===== src/rtl/frame_transition_ctrl.sv =====
// Dual frame-buffer sequencer: load back buffer, crossfade one step per vsync, swap roles.
// Latency: fb_* registered one cycle after each transfer; backpressure: pix_ready high only in LOAD, stalls unbounded.
module frame_transition_ctrl #(
    parameter int PIXELS = 76800,
    parameter int ADDR_W = 17,
    parameter int DATA_W = 16
) (
    input  logic              clk,
    input  logic              reset,
    input  logic              load_start,
    input  logic [7:0]        fade_step,
    input  logic              vsync,
    input  logic              pix_valid,
    output logic              pix_ready,
    input  logic [DATA_W-1:0] pix_data,
    output logic              fb_we,
    output logic [ADDR_W-1:0] fb_write_addr,
    output logic [DATA_W-1:0] fb_write_data,
    output logic              fb_buffer_select,
    output logic              fb_display_mode,
    output logic [7:0]        fb_blend_factor,
    output logic              front_buffer,
    output logic              busy,
    output logic              swap_done
);

    typedef enum logic [2:0] {
        S_IDLE,
        S_LOAD,
        S_WAIT_VSYNC,
        S_FADE,
        S_SWAP
    } state_t;

    localparam logic [ADDR_W-1:0] LAST_ADDR = ADDR_W'(PIXELS - 1);

    state_t            r_state, w_state_nxt;
    logic              r_front, w_front_nxt;
    logic              r_we, w_we_nxt;
    logic [ADDR_W-1:0] r_addr, w_addr_nxt;
    logic [DATA_W-1:0] r_wdata, w_wdata_nxt;
    logic              r_bsel, w_bsel_nxt;
    logic              r_mode, w_mode_nxt;
    logic [7:0]        r_blend, w_blend_nxt;
    logic              r_swap, w_swap_nxt;
    logic [ADDR_W-1:0] r_count, w_count_nxt;
    logic [7:0]        r_step, w_step_nxt;

    logic              w_xfer;
    logic [8:0]        w_sum;
    logic [7:0]        w_up, w_down, w_stepped, w_start, w_target;

    assign pix_ready = (r_state == S_LOAD);
    assign busy      = (r_state != S_IDLE);
    assign w_xfer    = pix_valid & pix_ready;

    // Fade direction follows the front buffer: towards 255 when A is shown, towards 0 when B is.
    assign w_start   = r_front ? 8'hFF : 8'h00;
    assign w_target  = ~w_start;
    assign w_sum     = {1'b0, r_blend} + {1'b0, r_step};
    assign w_up      = w_sum[8] ? 8'hFF : w_sum[7:0];
    assign w_down    = (r_blend < r_step) ? 8'h00 : (r_blend - r_step);
    assign w_stepped = r_front ? w_down : w_up;

    always_comb begin
        w_state_nxt = r_state;
        w_front_nxt = r_front;
        w_we_nxt    = 1'b0;
        w_addr_nxt  = r_addr;
        w_wdata_nxt = r_wdata;
        w_bsel_nxt  = r_bsel;
        w_mode_nxt  = r_mode;
        w_blend_nxt = r_blend;
        w_swap_nxt  = 1'b0;
        w_count_nxt = r_count;
        w_step_nxt  = r_step;
        case (r_state)
            S_IDLE: begin
                w_bsel_nxt = r_front;
                w_mode_nxt = 1'b0;
                if (load_start) begin
                    w_step_nxt  = (fade_step == 8'd0) ? 8'hFF : fade_step;
                    w_count_nxt = '0;
                    w_blend_nxt = w_start;
                    w_bsel_nxt  = ~r_front;
                    w_mode_nxt  = 1'b1;
                    w_state_nxt = S_LOAD;
                end
            end
            S_LOAD: begin
                if (w_xfer) begin
                    w_we_nxt    = 1'b1;
                    w_addr_nxt  = r_count;
                    w_wdata_nxt = pix_data;
                    w_count_nxt = r_count + 1'b1;
                    if (r_count == LAST_ADDR) begin
                        w_state_nxt = S_WAIT_VSYNC;
                    end
                end
            end
            S_WAIT_VSYNC: begin
                if (vsync) begin
                    w_blend_nxt = w_stepped;
                    w_state_nxt = S_FADE;
                end
            end
            S_FADE: begin
                // Reaching TARGET takes one vsync; the next one swaps, so a full frame shows at TARGET.
                if (vsync) begin
                    if (r_blend == w_target) begin
                        w_state_nxt = S_SWAP;
                    end else begin
                        w_blend_nxt = w_stepped;
                    end
                end
            end
            S_SWAP: begin
                w_front_nxt = ~r_front;
                w_bsel_nxt  = ~r_front;
                w_mode_nxt  = 1'b0;
                w_swap_nxt  = 1'b1;
                w_state_nxt = S_IDLE;
            end
            default: begin
                w_state_nxt = S_IDLE;
            end
        endcase
    end

    always_ff @(posedge clk) begin
        if (reset) begin
            r_state <= S_IDLE;
            r_front <= 1'b0;
            r_we    <= 1'b0;
            r_addr  <= '0;
            r_wdata <= '0;
            r_bsel  <= 1'b0;
            r_mode  <= 1'b0;
            r_blend <= 8'd0;
            r_swap  <= 1'b0;
            r_count <= '0;
            r_step  <= 8'd0;
        end else begin
            r_state <= w_state_nxt;
            r_front <= w_front_nxt;
            r_we    <= w_we_nxt;
            r_addr  <= w_addr_nxt;
            r_wdata <= w_wdata_nxt;
            r_bsel  <= w_bsel_nxt;
            r_mode  <= w_mode_nxt;
            r_blend <= w_blend_nxt;
            r_swap  <= w_swap_nxt;
            r_count <= w_count_nxt;
            r_step  <= w_step_nxt;
        end
    end

    assign fb_we            = r_we;
    assign fb_write_addr    = r_addr;
    assign fb_write_data    = r_wdata;
    assign fb_buffer_select = r_bsel;
    assign fb_display_mode  = r_mode;
    assign fb_blend_factor  = r_blend;
    assign front_buffer     = r_front;
    assign swap_done        = r_swap;

endmodule


===== config.mk =====
export PLATFORM = sky130hd
export DESIGN_NAME = frame_transition_ctrl
export DESIGN_NICKNAME = d
export VERILOG_FILES = /design/src/rtl/frame_transition_ctrl.sv
export SDC_FILE = /design/constraint.sdc
export NUM_CORES = 1
export LEC_CHECK = 0
export CORE_UTILIZATION = 45
export DETAILED_ROUTE_END_ITERATION = 8
export GPL_TIMING_DRIVEN = 0
export PLACE_DENSITY_LB_ADDON = 0.25
export SYNTH_ARGS = -nofsm -noshare
export SYNTH_HDL_FRONTEND = slang
export SYNTH_SLANG_ARGS = --single-unit

===== constraint.sdc =====
create_clock -name clk -period 2.1 [get_ports clk]
set_input_delay 0.42 -clock clk [delete_from_list [all_inputs] [get_ports clk]]
set_output_delay 0.42 -clock clk [all_outputs]
set_load 0.005 [all_outputs]

Yosys cells after proc, flatten, opt, wreduce, memory -nomap -nowiden
Cells that the tools add are included.
Word-level totals
  register bits after elaboration: 74
  input port bits: 29
  output and inout port bits: 48
  word-level logic and storage cells: 70
Cells by class
  $add $sub $neg: 3
  order comparisons: 1
  equality and inequality tests: 13
  mux-type cells: 26
  bitwise gates (word level): 4
  reduce and logical (&&, ||, !) cells: 12
Operators by type and width (count)
  $mux W8: 9
  $mux W17: 2
  $pmux W17 S2: 1
  $pmux W8 S3: 1
  $mux W3: 6
  $add A17 B1 Y17 const B: 1
  $eq A17 B17 Y1 const B: 1
  $pmux W3 S4: 1
  $ne A2 B2 Y1 const B: 5
  $add A8 B8 Y9: 1
  $eq A8 B8 Y1: 1
  $logic_not A8 Y1: 1
  $lt A8 B8 Y1: 1
  $not A8 Y8: 1
  $sub A8 B8 Y8: 1
  $eq A3 B2 Y1 const B: 2
  $reduce_and A6 Y1: 1
  $reduce_bool A3 Y1: 2
  $reduce_and A5 Y1: 1
  $mux W1: 4
  $ne A2 B1 Y1 const B: 2
  $pmux W1 S2: 2
  $reduce_and A2 Y1: 2
  $reduce_bool A2 Y1: 2
  7 further kinds: 8

Longest topological paths before layout
  depth after elaboration: 6
  mapped depth: 9
  gate-level depth less buffers: 9

Least setup slack after synthesis
OpenSTA, ideal clock, no wires.
  path kind: reg-to-reg
  from: register r_blend[0], in the netlist fb_blend_factor[0]
  to: register r_blend[3], in the netlist fb_blend_factor[3]
  setup time: 60 ps
  data arrival time: 2125 ps
  data required time: 2040 ps
  setup slack: -84 ps
  cell stages (with the launch flop): 10
  buffers on the path: 0
  period minus slack after synthesis: 2184 ps
  cells stage by stage: dfxtp_1 > inv_1 > ha_1 > fa_1 > nand2b_1 > a211oi_1 > nor2_1 > o31a_1 > o21ai_0 > a22o_1
Between the ends
  cells in the longest elaborated chain, start to end: 6
  elaborated cells between the ends (all ways): 13
  those cells by class: add/sub (2); order compare (1); eq/ne (2); mux (7); reduce/logical (1)
Ends and longest elaborated chain
  start: declaration: line 44  | logic [7:0] r_blend, w_blend_nxt;
  start signal: assignment: line 151  | r_blend <= w_blend_nxt;
  $add A8 B8 Y9 (tied with other cells): line 60  | assign w_sum = {1'b0, r_blend} + {1'b0, r_step};
  $mux W8 (on tied branches): line 61, 62
  $mux W8: line 63  | assign w_stepped = r_front ? w_down : w_up;
  $mux W8: line 110  | if (r_blend == w_target) begin
  $mux W8: line 109  | if (vsync) begin
  $pmux W8 S3: line 77  | case (r_state)
Several ways; a longest one is shown, not always the timed one. The select of a mux whose other input is x is not followed.
A chain may end at the register's enable or synchronous reset.

Final worst setup path
  from: register r_blend[0], in the netlist fb_blend_factor[0]
  to: register r_blend[1], in the netlist fb_blend_factor[1]
The elaborated chain is that of the path after synthesis.

==> results.md <==
- Clk_lat worst skew: 0.35 ns
- CP endpoint kind: flip-flop
- DR WL/cell: 15.5 µm
- Clock-pin slew on the worst setup and hold paths: approximately 0.080 ns
- Worst VDD drop: 0.405 mV
- Final Cycle Share: 99.3%
- Minimum hold slack: 0.371 ns
- Pwr Density: 592 nW/µm²
- Yosys warning total: 0
- Slew Limit Fails: 0
- R2R cell count: 10
- Layout net count: 607
- Routed via count: 3715
- Worst-path fanout max: 4
- Req. time, crit path: 2.38 ns
- Syn Inst Count: roughly 460
- N_diodes: 0
- Most frequent cells in the layout: nand2_1, clkdlybuf4s50_1, dfxtp_1
- Final WL: 10300 µm
- Seq cells post-synth: 74
- TritonCTS clock tree: yes
- Mapped cell area: 3760 µm²
- Pint: about 2.2 mW
- Share of cells above drive strength 1: 16.1%
- Initial Util: 47.7%
- Die W: 93.4 µm
- Hold path cells: 2
- CTS root buf: clkbuf_8
- # setup viols final: 0
- Final setup margin: 0.0155 ns
- Crit start category: flip-flop
- Clk sinks: 74
- Die ar.: 8730 µm²
- # DRC: 0
- Clock Skew: 0.00822 ns
- # IOs: 77
- Number of DRC markers in iteration 0: 134
- Final instance area: about 5200 µm²
- Pin count of the biggest net entering global routing: 14
- RePlAce Congestion: a little under 0.9
- Net Switching: 828 µW
- Hold_buf cts: 0
- Slew HR: between 60% and 70%
- # H-tree levels: 3
- Number of synthesized flops with an enable pin: 0
- Pre-CTS setup slack: -0.255 ns
- Status: completed
- CORE AREA: 7890 µm²
- WS Path Type: reg -> reg
- Hpwl dp: 7350 µm
- Placed cell area: 4650 µm²
- Worst Hold Class: in -> reg
- Synth cell types: 57
- Gate power share: 16.2%
- Worst slew pin tran: about 0.57 ns
- Final core area utilization: 65.5%
- First-pass GRT wire length: between 15000 and 20000 µm
- Post-synthesis sequential area ratio: between 30 and 40%
- Port-buffer cells: 75
- Prevailing post-synth register cell: dfxtp_1
- Clock Power Share: between 30% and 40%
- DRT Pass-1 Iters: 4
- Deepest clock path buffer count: 2
- Async set-reset flop share out of synthesis: 0%
- DR vias/cell: 5.58
- Max cap viols: 0
- DIE HEIGHT: between 90 and 100 µm
- Post-route ant nets: 0
- Synth top area cells: dfxtp_1, nand2_1, a21oi_1
- P&R area growth vs syn: 37.4%
- GRT Util Overall: 24.5%
- Critical Path AT: ~2.4 ns
- # rows: 32
- Initial antenna violation count: 0
- Sw Share: 27.1%
- Yosys top cell by area: dfxtp_1
- Leak: 1.84 nW
- CTS Buf Count: 9
- Synth Net Count: 512
- Fin. Hold Viols: 0
- Syn avg cell area: 8.11 µm²
- Commonest non-fill, non-tap cell in the layout: nand2_1
- Total Power: 3.06 mW
- Fin crit period: 2.08 ns
- Number of global-route vias before repair: 3517
- Peak Freq: 480 MHz
- Sequential share of power: 48.0%
- GRT overflow: 0
- Post-synth top area share: 39.4%
- RSZ-0062 raised after global routing: yes
==> power by group through the flow <==
stage / sequential (mW) / clock (mW) / combinational, mW
2_1_floorplan: 1.50 / 0 / 0.230
3_3_place_gp: 1.50 / 0 / 0.392
3_5_place_dp: 1.50 / 0 / 0.398
4_1_cts: 1.47 / 1.12 / 0.434
5_1_grt: 1.47 / 1.18 / 0.539
6_report: 1.47 / 1.09 / 0.494
==> worst paths after layout <==
path	from	to	slack (ns)
worst min register to register	fb_write_addr[15]$_SDFFE_PP0P_	fb_write_addr[15]$_SDFFE_PP0P_	0.45
worst max-delay path	fb_blend_factor[0]$_SDFFE_PP0P_	fb_blend_factor[1]$_SDFFE_PP0P_	0.02
worst min-delay path	reset	fb_blend_factor[0]$_SDFFE_PP0P_	0.37
worst max register to register	fb_blend_factor[0]$_SDFFE_PP0P_	fb_blend_factor[1]$_SDFFE_PP0P_	0.02
==> layout make-up <==
class / instances / area, µm²
buffer: 23 / 119
clock buffer: 10 / 128
clock inverter: 6 / 65.1
fill: 674 / 2720
inverter: 19 / 73.8
multi-input combinational: 348 / 2320
sequential: 74 / 1510
tap: 102 / 128
timing repair buffer: 84 / 825
==> metrics by stage <==
stage	setup TNS [ns]	std cells
2_1_floorplan	0	464
3_3_place_gp	-3.35	641
3_5_place_dp	-3.21	641
4_1_cts	-0.00426	662
5_1_grt	-0.264	666
6_report	0	666
==> worst max-delay path, stage by stage, from the launching register on <==
cell,delay (ns)
dfxtp_4,0.38
inv_4,0.04
ha_4,0.15
fa_2,0.35
nand2b_4,0.18
a211oi_4,0.27
nor2_4,0.10
buf_6,0.13
o211ai_1,0.17
nand3_1,0.11
a21oi_1,0.13
==> routing by layer <==
metal | part of all wire [%] | global-route usage (%)
met3 | 4.6 | 6.34
met1 | 44 | 30.4
met5 | 0 | 0
met2 | 49 | 40.4
met4 | 2.8 | 9.49
==> repair_timing <==
item,CTS,global route
cloned,0,0
resized for setup,37,36
buffers inserted,5,4
pin swaps,8,14
endpoints found under the setup margin,9,20
==> flip-flops by register name, indices dropped and copies added, names as in the netlist <==
name	flops
fb_buffer_select	1
r_count	17
fb_write_data	16
r_step	8
fb_we	1
fb_display_mode	1
swap_done	1
fb_write_addr	17
fb_blend_factor	8
front_buffer	1
r_state	3
==> logic make-up after synthesis <==
logic type	count (synthesis)	share of synthesized area (%)
AOI/OAI and AO/OA	114	18.9
xor gates and xnor gates	15	3.49
adders and majority gates	19	6.72
buffers and inverters	42	4.59
DFF	74	39.4
muxes	3	0.832
and+or+nand+nor	197	26.0
==> synthesized netlist by cell type (all sizes together) (4+ instances only) <==
cell type	number
nor4	5
buf	12
nand2b	10
ha	17
xor2	12
nor2b	5
dfxtp	74
or3	8
nor2	39
nor3b	4
a21oi	55
nand3	13
nor3	8
inv	19
nand4	8
clkbuf	11
nand2	79
o21ai	16
o211ai	5
a211oi	13
Note: power is estimated with default switching activity, not from simulation.
